## src/rtl/gmii_rx_axis_packer.sv

```systemverilog
// GMII receive byte stream packed into DATA_W-bit AXI4-Stream beats, with an optional
// per-beat tag byte, a frame-safe overflow path and frame/error counters.
module gmii_rx_axis_packer #(
   parameter int DATA_W     = 64,
   parameter int HDR_MODE   = 1,
   parameter int FIFO_DEPTH = 8
) (
   input  logic                            gmii_rx_clk,
   input  logic                            rst_n,
   input  logic                            gmii_rx_dv,
   input  logic                            gmii_rx_er,
   input  logic [7:0]                      gmii_rxd,
   input  logic [3:0]                      node_id,
   input  logic [3:0]                      eth_type,
   output logic                            m_axis_tvalid,
   input  logic                            m_axis_tready,
   output logic [DATA_W-1:0]               m_axis_tdata,
   output logic [DATA_W/8-1:0]             m_axis_tkeep,
   output logic                            m_axis_tlast,
   output logic                            m_axis_tuser,
   output logic [$clog2(FIFO_DEPTH):0]     fifo_level,
   output logic [15:0]                     frame_cnt,
   output logic [15:0]                     err_cnt
);
   localparam int BYTES  = DATA_W / 8;
   localparam int LW     = $clog2(FIFO_DEPTH) + 1;
   localparam int PW     = $clog2(FIFO_DEPTH);
   localparam int LANE_W = $clog2(BYTES) + 1;
   localparam int FIRST  = (HDR_MODE != 0) ? 1 : 0;
   localparam int WORD_W = DATA_W + BYTES + 2;

   typedef enum logic [1:0] {SYNC, IDLE, RECV, DROP} state_t;

   state_t              state_q, state_d;
   logic [7:0]          tag_q, tag_d;
   logic                err_q, err_d;
   logic [DATA_W-1:0]   acc_q, acc_d;
   logic [BYTES-1:0]    keep_q, keep_d;
   logic [LANE_W-1:0]   lane_q, lane_d;
   logic                full_q, full_d;

   logic                push_req, push_final, push, space_ok;
   logic [DATA_W-1:0]   push_data;
   logic [BYTES-1:0]    push_keep;
   logic                push_last, push_user;
   logic                ins_en;
   logic [LANE_W-1:0]   ins_lane;
   logic [DATA_W-1:0]   ins_data;
   logic [BYTES-1:0]    ins_keep;

   logic [WORD_W-1:0]   mem_q [FIFO_DEPTH];
   logic [PW-1:0]       wr_ptr_q, wr_ptr_d, rd_ptr_q, rd_ptr_d;
   logic [LW-1:0]       mem_cnt_q, mem_cnt_d, level_q, level_d;
   logic                out_valid_q, out_valid_d;
   logic [WORD_W-1:0]   out_word_q, out_word_d;
   logic [15:0]         frame_cnt_q, frame_cnt_d, err_cnt_q, err_cnt_d;
   logic                pop_out, load;

   function automatic logic [DATA_W-1:0] tag_beat(input logic [7:0] t);
      tag_beat = '0;
      if (HDR_MODE != 0) tag_beat[7:0] = t;
   endfunction

   always_comb begin
      state_d    = state_q;
      tag_d      = tag_q;
      err_d      = err_q;
      acc_d      = acc_q;
      keep_d     = keep_q;
      lane_d     = lane_q;
      full_d     = full_q;
      push_req   = 1'b0;
      push_final = 1'b0;
      push_data  = acc_q;
      push_keep  = keep_q;
      push_last  = 1'b0;
      push_user  = 1'b0;
      ins_en     = 1'b0;
      ins_lane   = lane_q;
      ins_data   = acc_q;
      ins_keep   = keep_q;
      space_ok   = 1'b0;
      push       = 1'b0;

      case (state_q)
         SYNC: if (!gmii_rx_dv) state_d = IDLE;
         IDLE: begin
            if (gmii_rx_dv) begin
               tag_d    = {node_id, eth_type};
               err_d    = gmii_rx_er;
               ins_en   = 1'b1;
               ins_lane = LANE_W'(FIRST);
               ins_data = tag_beat({node_id, eth_type});
               ins_keep = BYTES'(FIRST);
               state_d  = RECV;
            end
         end
         RECV: begin
            if (gmii_rx_dv) begin
               if (gmii_rx_er) err_d = 1'b1;
               if (full_q) begin
                  push_req = 1'b1;
                  ins_lane = LANE_W'(FIRST);
                  ins_data = tag_beat(tag_q);
                  ins_keep = BYTES'(FIRST);
               end
               ins_en = 1'b1;
            end else begin
               push_req   = 1'b1;
               push_final = 1'b1;
               push_last  = 1'b1;
               push_user  = err_q;
               state_d    = IDLE;
            end
         end
         DROP: begin
            if (!gmii_rx_dv) begin
               push_req   = 1'b1;
               push_final = 1'b1;
               push_data  = tag_beat(tag_q);
               push_keep  = BYTES'(1);
               push_last  = 1'b1;
               push_user  = 1'b1;
               state_d    = IDLE;
            end
         end
         default: state_d = SYNC;
      endcase

      // One slot stays reserved for a frame's closing beat so every frame gets tlast.
      space_ok = push_final ? (level_q <= LW'(FIFO_DEPTH - 1)) : (level_q < LW'(FIFO_DEPTH - 1));
      push     = push_req & space_ok;

      if (push_req && !push_final && !space_ok) begin
         ins_en  = 1'b0;
         state_d = DROP;
      end

      if (ins_en) begin
         acc_d = ins_data;
         for (int i = 0; i < BYTES; i++)
            if (ins_lane == LANE_W'(i)) acc_d[i*8 +: 8] = gmii_rxd;
         keep_d = ins_keep | (BYTES'(1) << ins_lane);
         lane_d = ins_lane + LANE_W'(1);
         full_d = (ins_lane == LANE_W'(BYTES - 1));
      end
   end

   // Output handshake: a beat transfers on a rising edge where m_axis_tvalid and
   // m_axis_tready are both 1; tvalid never depends on tready and the beat is held until taken.
   always_comb begin
      pop_out     = out_valid_q & m_axis_tready;
      load        = (mem_cnt_q != '0) & (~out_valid_q | m_axis_tready);
      wr_ptr_d    = push ? wr_ptr_q + PW'(1) : wr_ptr_q;
      rd_ptr_d    = load ? rd_ptr_q + PW'(1) : rd_ptr_q;
      mem_cnt_d   = mem_cnt_q + LW'(push) - LW'(load);
      level_d     = level_q + LW'(push) - LW'(pop_out);
      out_valid_d = load ? 1'b1 : (pop_out ? 1'b0 : out_valid_q);
      out_word_d  = load ? mem_q[rd_ptr_q] : out_word_q;
      frame_cnt_d = frame_cnt_q;
      err_cnt_d   = err_cnt_q;
      if (pop_out && out_word_q[WORD_W-2]) begin
         frame_cnt_d = frame_cnt_q + 16'd1;
         if (out_word_q[WORD_W-1]) err_cnt_d = err_cnt_q + 16'd1;
      end
   end

   always_ff @(posedge gmii_rx_clk) begin
      if (push) mem_q[wr_ptr_q] <= {push_user, push_last, push_keep, push_data};
   end

   always_ff @(posedge gmii_rx_clk or negedge rst_n) begin
      if (!rst_n) begin
         state_q     <= SYNC;
         tag_q       <= '0;
         err_q       <= 1'b0;
         acc_q       <= '0;
         keep_q      <= '0;
         lane_q      <= '0;
         full_q      <= 1'b0;
         wr_ptr_q    <= '0;
         rd_ptr_q    <= '0;
         mem_cnt_q   <= '0;
         level_q     <= '0;
         out_valid_q <= 1'b0;
         out_word_q  <= '0;
         frame_cnt_q <= '0;
         err_cnt_q   <= '0;
      end else begin
         state_q     <= state_d;
         tag_q       <= tag_d;
         err_q       <= err_d;
         acc_q       <= acc_d;
         keep_q      <= keep_d;
         lane_q      <= lane_d;
         full_q      <= full_d;
         wr_ptr_q    <= wr_ptr_d;
         rd_ptr_q    <= rd_ptr_d;
         mem_cnt_q   <= mem_cnt_d;
         level_q     <= level_d;
         out_valid_q <= out_valid_d;
         out_word_q  <= out_word_d;
         frame_cnt_q <= frame_cnt_d;
         err_cnt_q   <= err_cnt_d;
      end
   end

   assign m_axis_tvalid = out_valid_q;
   assign {m_axis_tuser, m_axis_tlast, m_axis_tkeep, m_axis_tdata} = out_word_q;
   assign fifo_level    = level_q;
   assign frame_cnt     = frame_cnt_q;
   assign err_cnt       = err_cnt_q;
endmodule

```

## config.mk

```make
export PLATFORM = sky130hd
export DESIGN_NAME = gmii_rx_axis_packer
export DESIGN_NICKNAME = d
export VERILOG_FILES = /design/src/rtl/gmii_rx_axis_packer.sv
export SDC_FILE = /design/constraint.sdc
export NUM_CORES = 1
export LEC_CHECK = 0
export CAP_MARGIN = 40
export CORE_ASPECT_RATIO = 0.9
export CORE_MARGIN = 4
export CORE_UTILIZATION = 60
export CTS_CLUSTER_SIZE = 25
export DETAILED_ROUTE_END_ITERATION = 10
export GPL_TIMING_DRIVEN = 0
export MAX_ROUTING_LAYER = met4
export PLACE_DENSITY = 0.84
export SYNTH_ARGS = -nofsm -noshare
export SYNTH_HDL_FRONTEND = slang
export SYNTH_SLANG_ARGS = --single-unit
```

## constraint.sdc

```tcl
create_clock -name gmii_rx_clk -period 10.8 [get_ports gmii_rx_clk]
set_input_delay 2.16 -clock gmii_rx_clk [delete_from_list [all_inputs] [get_ports gmii_rx_clk]]
set_output_delay 2.16 -clock gmii_rx_clk [all_outputs]
set_load 0.01 [all_outputs]
```

Word level (Yosys, flattened, before mapping) --
Memory sizes are Yosys's and may differ from the RTL's. A register that Yosys moved wholly into a read port is not among the register bits. Index checks and enable logic that the tools add are counted.
Cells by class: add/subtract/negate cells 9, multiply operators 0, divide/modulo/power cells 0, magnitude comparators 2, equality and inequality tests 39, shift-type cells 1, mux-type cells 47, bitwise operators 6, reduce and logical (&&, ||, !) cells 34
Operators by type and width (count):
- 64-bit two-way mux | 5
- 64-bit one-hot mux with 2 select lines | 1
- 8-bit two-way mux | 13
- 3-bit inequality test, second input constant | 25
- 5-bit AND reduction | 8
- 16-bit by 1-bit adder with 16-bit output, second input constant | 2
- 3-bit nonzero test | 8
- 4-bit by 3-bit equality test with 1-bit output, second input constant | 4
- 1-bit two-way mux | 16
- 8-bit one-hot mux with 2 select lines | 1
- 4-bit two-way mux | 3
- 4-bit by 1-bit adder with 4-bit output | 2
- 4-bit by 2-bit equality test with 1-bit output, second input constant | 2
- 8-bit OR | 1
- 4-bit one-hot mux with 2 select lines | 1
- 1-bit by 4-bit << shifter with 8-bit output, first input constant | 1
- 4-bit by 1-bit subtractor with 4-bit output | 2
- 3-bit by 1-bit adder with 3-bit output, second input constant | 2
- 2-bit two-way mux | 3
- 2-bit inequality test, second input constant | 3
- 1-bit one-hot mux with 2 select lines | 3
- 2-bit AND reduction | 3
- 4-bit by 1-bit adder with 4-bit output, second input constant | 1
- 2-bit equality test, second input constant | 2
- 18 further kinds | 26
Word-level totals: flip-flop bits (word level) 135, latch bits 0, RAM bits 592, memory bits (read-only) 0, input port bits 21, output and inout bits 111, logic and storage cells 160, memories kept 1
Memory list:
- mem_q | depth 8, bits a word 74, rd ports 1, clocked after memory_dff 1, wr ports 1, RTL line 51 | logic [WORD_W-1:0] mem_q [FIFO_DEPTH];

Logic depth before layout (Yosys ltp) --
depth after elaboration 8, gate-level depth with buffers 14, mapped depth without buffers 12

Worst setup path before layout --
Ideal clock, no wire load.
kind input to register, start input port gmii_rx_dv, end memory mem_q[1][0] in the netlist's numbering, enable pin, library setup time 0.715 ns, arrival 10.344 ns, data required time 10.085 ns, setup slack -0.259 ns, cell stages on the path 4, buffers on the path 1, path through or2_1 > a22o_1 > buf_2 > nor4b_1
Between the ends: word-level cells in the longest chain between the ends 6, elaborated cells between the ends (all ways) 8, those cells by class mux: 7; bitwise: 1
RTL lines:
- start, declared | RTL line 10 | input logic gmii_rx_dv,
- 1-bit two-way mux | RTL line 99, 117
- 1-bit two-way mux
- 1-bit two-way mux | RTL line 131 | space_ok = push_final ? (level_q <= LW'(FIFO_DEPTH - 1)) : (level_q < LW'(FIFO_DEPTH - 1));
- 1-bit bitwise AND (*) | RTL line 132 | push = push_req & space_ok;
- 1-bit two-way mux (*) | RTL line 169 | if (push) mem_q[wr_ptr_q] <= {push_user, push_last, push_keep, push_data};
- 1-bit two-way mux (implied by the code) (*) | RTL line 169
- end, declared | RTL line 51
Every way passes the cells marked *; elsewhere a longest branch is shown, timed or not.

Worst setup path in the final report --
start input port m_axis_tready, end register mem_cnt_q[2]
Between the ends: word-level cells in the longest chain between the ends 3
RTL lines:
- start, declared | RTL line 16 | input logic m_axis_tready,
- 1-bit OR | RTL line 153 | load = (mem_cnt_q != '0) & (~out_valid_q | m_axis_tready);
- 1-bit bitwise AND | RTL line 153
- named net load | RTL line 57 | logic pop_out, load;
- 4-bit by 1-bit subtractor with 4-bit output | RTL line 156 | mem_cnt_d = mem_cnt_q + LW'(push) - LW'(load);
- named net mem_cnt_d[2] | RTL line 53 | logic [LW-1:0] mem_cnt_q, mem_cnt_d, level_q, level_d;
- end signal, assigned | RTL line 199 | mem_cnt_q <= mem_cnt_d;
- end, declared | RTL line 53
The timed path passes the listed nets, and every way through them passes these cells. A chain may end at the register's enable or synchronous reset.

==> impl_metrics.tcl <==
set metrics [dict create \
    yosysTopAreaCell "edfxtp_1" \
    clock_latency_ns 0.62 \
    initial_core_util 0.609 \
    min_path_type "flip-flop to flip-flop" \
    netSwitchingFraction 0.311 \
    crit_family "buffers and inverters" \
    synth_most_common_cell "edfxtp_1" \
    cp-end-kind "flip-flop" \
    cp.required_ns 11.31 \
    dp_slack_ns 5.16 \
    netlist_area_sq_mm 0.0316 \
    endpoint "mem_cnt_q[2]$_DFF_PN0_" \
    crit-reg2reg-capture "mem_q[6][55]$_DFFE_PP_" \
    grt_most_used_layer "met2" \
    slowest_stage "clkdlybuf4s50_1" \
    powerDensity_mw_per_mm2 270 \
    drt-vias-per-instance 6.18 \
    synth_top_area_share 0.563 \
    drcViolationCount 0 \
    cts_setup_buffers 0 \
    synth_cells 1755 \
    worstPathCellList "clkdlybuf4s50_1 > inv_1 > a21oi_2 > buf_8 > buf_2 > buf_1 > ha_1 > inv_1 > ha_1 > inv_1 > fa_1 > xnor2_1" \
    numCtsBuffers 78 \
    fmax_mhz 198 \
    crit_type "primary input to flip-flop" \
    clk_pin_slew_ns 0.07 \
    drtIter0Drc 1887 \
    path_depth 12 \
    clock-sinks 801 \
    finClkSkew_ns 0.0263 \
    wirelength_um 72400 \
    io_buffers 131 \
    ys_types 57 \
    finalWorstSetupSlack_ns 5.76 \
    core_area_sq_mm 0.0519 \
    ir_drop_v 0.000146 \
    clk_path_buf_depth 3 \
    antenna_found_initial 0 \
    h-tree-depth 3 \
    wl_per_cell_um 25.9 \
    synth.top_cells.by_count "edfxtp_1 (592), dfrtp_1 (209), mux4_2 (148)" \
    postSynth.asyncResetShare 0.261 \
    avgSynthCellArea_sq_um 18.0 \
    rrSetupSlack_ns 7.07 \
    fp.dieW_um 250 \
    hpwlAfterDp_um 46900 \
    dieArea_sq_mm 0.0564 \
    dr.pass1.iters 5 \
    ys_warn_count 0 \
    grt_pass1_wl_um 110000 \
    crit_fanout 10 \
    crit_path_frequent_cell "inv_1" \
    antennaDiodeCount 0 \
    max_stage_delay_ns 0.54 \
    met1_usage 0.363 \
    arrival_ns 5.55 \
    fin_crit_ns 5.04 \
    startpoint "m_axis_tready" \
    ys_top_cells_by_area "edfxtp_1 (56%), dfrtp_1 (17%), mux4_2 (11%)" \
    vias 17300 \
    internal_power_uw 6930 \
    ys.flop_type "edfxtp_1" \
    ios 132 \
    grt_pass1_vias 17700 \
    grt-ovfl-total 0 \
    die_y_um 226 \
    finalSetupViolCount 0 \
    postCtsResizedCells 0 \
    leakagePower_uw 0.0138 \
    synth_seq_cells 801 \
    cp.buffers_inverters 7 \
    drive_above_1_share 0.217 \
    status "completed" \
    synth_edf_count 592 \
    maxCapViolCount 0 \
    hold_ws_ns 0.465 \
    start_kind "primary input" \
    clock_power_share 0.262 \
    r2r-start "fifo_level[3]$_DFF_PN0_" \
    pwr-share-comb 0.321 \
    ys_seq_area_frac 0.728 \
    fin_crit_sh 0.467 \
    met3_usage 0.0527 \
    synth_nets 1802 \
    final_nets 2099 \
    rows 79 \
    rsz0062_at_grt "false" \
    ant_nets 0 \
    tightestPinTransition_ns 0.897 \
    cts_hold_buf 0 \
    report.final.slew_viol_count 0 \
    root_buffer "clkbuf_16" \
    area_delta_synth_final_pct 17.8 \
    grt_max_degree 116 \
    grtUsageMet2 0.428 \
    worst_r2r_path_depth 12 \
    tritoncts "done" \
    gp_congestion 0.876 \
    grt_usage 0.267 \
    p_switching_uw 3120 \
    power.share.sequential 0.417 \
    slew_headroom 0.399 \
    finalHoldViolCount 0 \
]
cell usage in the layout (no fill, tap or decap), drive strengths merged, types with 2 or more instances in the layout:
| cell | synthesis | layout |
|---|---|---|
| dfrtp | 209 | 209 |
| a22o | 12 | 12 |
| clkinvlp | 0 | 7 |
| nand3 | 54 | 54 |
| clkinv | 0 | 32 |
| nand2 | 62 | 62 |
| nor3b | 4 | 4 |
| xor2 | 14 | 14 |
| a21o | 5 | 5 |
| nand4 | 5 | 5 |
| nor2b | 5 | 5 |
| nand2b | 3 | 3 |
| o21ai | 44 | 44 |
| o2111ai | 4 | 4 |
| edfxtp | 592 | 592 |
| nor3 | 12 | 12 |
| mux4 | 148 | 148 |
| mux2 | 20 | 20 |
| nor2 | 95 | 95 |
| and3 | 9 | 9 |
| ha | 24 | 24 |
| inv | 37 | 38 |
| bufinv | 0 | 5 |
| a21oi | 87 | 87 |
| a211o | 8 | 8 |
| clkdlybuf4s50 | 0 | 130 |
| fa | 2 | 2 |
| xnor2 | 24 | 24 |
| clkbuf | 29 | 125 |
| and2 | 65 | 65 |
| mux2i | 108 | 108 |
| buf | 64 | 151 |
worst min path at each step:
stage	cells past startpoint	from	slack [ns]	end
after floorplan	2	keep_q[4]$_DFFE_PN0P_	0.44	keep_q[4]$_DFFE_PN0P_
after global placement	1	keep_q[2]$_DFFE_PN0P_	0.46	keep_q[2]$_DFFE_PN0P_
after detailed placement	1	err_cnt[15]$_DFFE_PN0P_	0.46	err_cnt[15]$_DFFE_PN0P_
after CTS	1	err_cnt[15]$_DFFE_PN0P_	0.47	err_cnt[15]$_DFFE_PN0P_
after global routing	1	err_cnt[15]$_DFFE_PN0P_	0.49	err_cnt[15]$_DFFE_PN0P_
final	1	err_cnt[15]$_DFFE_PN0P_	0.46	err_cnt[15]$_DFFE_PN0P_
power groups by stage:
stage | registers, uW | logic (uW) | clock network [uW]
after detailed placement | 4240 | 3200 | 0
after global routing | 4230 | 3480 | 2810
after CTS | 4180 | 3240 | 2670
after global placement | 4260 | 3000 | 0
final | 4190 | 3230 | 2640
after floorplan | 4270 | 2000 | 0
metal layers:
layer  part of all wire  wire [um]
met5                  0          0
met4              0.027       1930
met3              0.082       5960
met2               0.50      36200
met1               0.39      28300
area by class of cell:
cell class / count / area (sq um)
buffer: 93 / 522
clock buffer: 96 / 2130
timing repair buffer: 217 / 2230
tap: 688 / 861
fill: 2998 / 14700
clock inverter: 45 / 348
sequential: 801 / 23000
multi-input combinational: 824 / 7980
inverter: 37 / 139
kinds of logic (layout without fill, tap and decap cells):
| group | count (synthesis) | in the layout | share of synthesized area |
|---|---|---|---|
| fa+ha+maj | 26 | 26 | 0.0108 |
| compound gates | 166 | 166 | 0.0320 |
| simple gates | 318 | 318 | 0.0506 |
| flops | 801 | 801 | 0.728 |
| mux | 276 | 276 | 0.147 |
| buf+inv | 130 | 488 | 0.0209 |
| xor+xnor | 38 | 38 | 0.0105 |
metrics by stage:
step                total power [uW]   TNS, ns  instance area, sq um  cells   util
floorplan                       6270         0                 31600   1755      -
global placement                7250  -2163.56                 33800   2574  0.651
detailed placement              7440         0                 34700   2657  0.669
CTS                            10100         0                 37200   2798  0.717
global route                   10500         0                 37200   2801  0.717
finish                         10100         0                 37200   2801  0.717
sequential cells by signal, summed over array words and instances (netlist names):
name,flops
mem_cnt_q,4
wr_ptr_q,3
full_q,1
mem_q,592
keep_q,8
out_word_q,74
lane_q,4
m_axis_tvalid,1
acc_q,64
err_cnt,16
err_q,1
fifo_level,4
tag_q,8
frame_cnt,16
rd_ptr_q,3
state_q,2
worst register-to-register path: stages, from the launching register on:
cell and delay [ns]:
dfrtp_1 0.59, inv_1 0.13, ha_1 0.20, nand3_1 0.22
nand3_1 0.13, a22o_1 0.19, buf_2 0.19, inv_2 0.12
nand2_1 0.18, nor3b_2 0.78, buf_6 0.26, buf_6 0.18
buf_4 0.24
No activity file was read; power rests on OpenSTA's default activity.
==> edit, RTL diff (same settings) <==
`out_word_q` no longer has a reset.
--- a/src/rtl/gmii_rx_axis_packer.sv
+++ b/src/rtl/gmii_rx_axis_packer.sv
@@ -185,3 +185,2 @@
          out_valid_q <= 1'b0;
-         out_word_q  <= '0;
          frame_cnt_q <= '0;
@@ -201,3 +200,2 @@
          out_valid_q <= out_valid_d;
-         out_word_q  <= out_word_d;
          frame_cnt_q <= frame_cnt_d;
@@ -205,2 +203,6 @@
       end
+   end
+
+   always_ff @(posedge gmii_rx_clk) begin
+      out_word_q <= out_word_d;
    end
Check against the original RTL: same outputs for any inputs over 4 cycles, from zero or initial values and one cycle with rst_n low; that may be too few to reach the edited logic, so the function may still have changed.
==> edit against the original RTL <==
  * Setup slack worse by 0.059 ns
  * Utilization down 0.56 points
  * Sequential cell count unchanged
  * Non-clock buffer count down 64
  * Power up 0.55%
  * Cell area down 1.2%
  * Wire length down 7.3%
  * Synthesized area down 0.68%
==> edit: results (changes against the original RTL) <==
| Metric | Value |
|---|---|
| Nets@finish | 1885 (-10%) |
| Total GRT Usage | 0.252 (-0.0152) |
| Routed wl met3 | 5590 µm (-6.2%) |
| Htree depth | 3 (unchanged) |
| WL per Instance | 26.0 µm (+0.41%) |
| Clock buffers | 104 (+8.3%) |
| Routed WL | 67200 µm (-7.3%) |
| Pwr/cell area | 275 mW/mm² (+1.7%) |
| Post-synthesis mux area share | 0.151 (+0.00396) |
| Syn Inst Count | 1586 (-9.6%) |
| Initial drt markers | 1884 (-0.16%) |
| Register area | 0.0234 mm² (+1.6%) |
| Slowest-stage cell, CP | nor3_2 |
| Grt met2 use | 0.397 (-0.0312) |
| Core Util, Final | 0.712 (-0.00563) |
| Vias in the first global route | 16900 (-4.6%) |
| CTS Buf Count | 77 (-1.3%) |
| Area share of fa/ha/maj cells after synthesis | 0.0108 (+0.0000739) |
| FF-to-FF End | mem_q[4][28] |
| Dominant cells by area after synthesis | edfxtp_1 (64%), dfrtp_1 (11%), mux4_2 (11%), mux2_2 (3.3%), and2_1 (1.3%) |
| Status | completed |
| Metal1 wirelength | 26200 µm (-7.7%) |
| Leakage | 13.1 nW (-5.4%) |
| Hold Path Class | reg -> reg |
| Buffering overhead | 0.0659 (-0.00801) |
| Met2 WL post-DR | 33300 µm (-7.9%) |
| Placed instance area | 0.0343 mm² (-1.2%) |
| Complex-gate fraction of the synthesized area | 0.0218 (-0.0102) |
| Synth Area in XOR/XNOR | 0.0106 (+0.0000722) |
| Final Hold Slack | 0.470 ns (+0.00561 ns) |
| VDD IR max | 0.000160 V (+9.7%) |
| Multi-input gates | 675 (-18%) |
| Placer Congestion | 0.882 (+0.69%) |
| Post-synth EDFFs | 666 (+13%) |
| Setup Skew | 0.0261 ns (-0.000183 ns) |
| Vias per inst | 6.24 (+0.98%) |
| Met1 Use GR | 0.343 (-0.0197) |
| Most frequent cells after synthesis | edfxtp_1 (666), mux4_2 (148), dfrtp_1 (135) |
| Post-synth ARST share | 0.169 (-0.0924) |
| Worst path max stage delay | 0.66 ns (+0.12 ns) |
| Hold Path Sink | err_cnt[15] |
| Clock buf/inv share | 0.0681 (+0.00140) |
| Fillers | 2926 (-2.4%) |
| Largest net degree at the start of global routing | 92 (-21%) |
| Sequential area share after synthesis | 0.745 (+0.0168) |
| R2R Setup Slk | 7.12 ns (+0.05 ns) |
| Placed cell count | 2447 (-7.9%) |
| Post-synth cell types | 51 (-11%) |
| Bufs w/o clock | 246 (-21%) |
| Hpwl dp | 42200 µm (-10%) |
| Share of cells above drive strength 1 | 0.250 (+0.0325) |
| First-pass GRT wire length | 103000 µm (-6.2%) |
| Multi-input combinational area share | 0.203 (-0.0110) |
| Seq group | 0.00430 W (+3%) |
| Reg-to-Reg Start | fifo_level[3] |
| Met3 GRT Util | 0.0502 (-0.00254) |
| Worst path arrival time | 5.41 ns (-0.14 ns) |
| Max-Slew Margin vs Limit | 0.449 (+0.0496) |
| Internal | 0.00712 W (+2.8%) |
## edit: cell count changes in the layout (fill, tap and decap cells not counted), moves of 7 or more
cell      unedited run  this run
edfxtp_1           592       666
buf_6               47        24
buf_8                8         1
o21ai_0             23         4
mux2i_1            108        34
buf_4               48        18
mux2_2              19        93
a21oi_1             84        11
dfrtp_1            209       135
nor2_1              90        14
buf_2               38        28
buf_12               2        17
o21ai_1             21        38
## edit: how the worst max path moves through the flow
stage,start,end,slack [ns],cells past startpoint
6_report,gmii_rx_dv,mem_q[4][28],5.70,11
5_1_grt,gmii_rx_dv,mem_q[0][33],5.57,11
4_1_cts,gmii_rx_dv,mem_q[4][24],5.70,11
3_5_place_dp,gmii_rx_dv,mem_q[4][28],5.06,11
3_3_place_gp,gmii_rx_dv,mem_q[0][28],-3.47,7
2_1_floorplan,gmii_rx_dv,mem_q[0][0],2.15,6
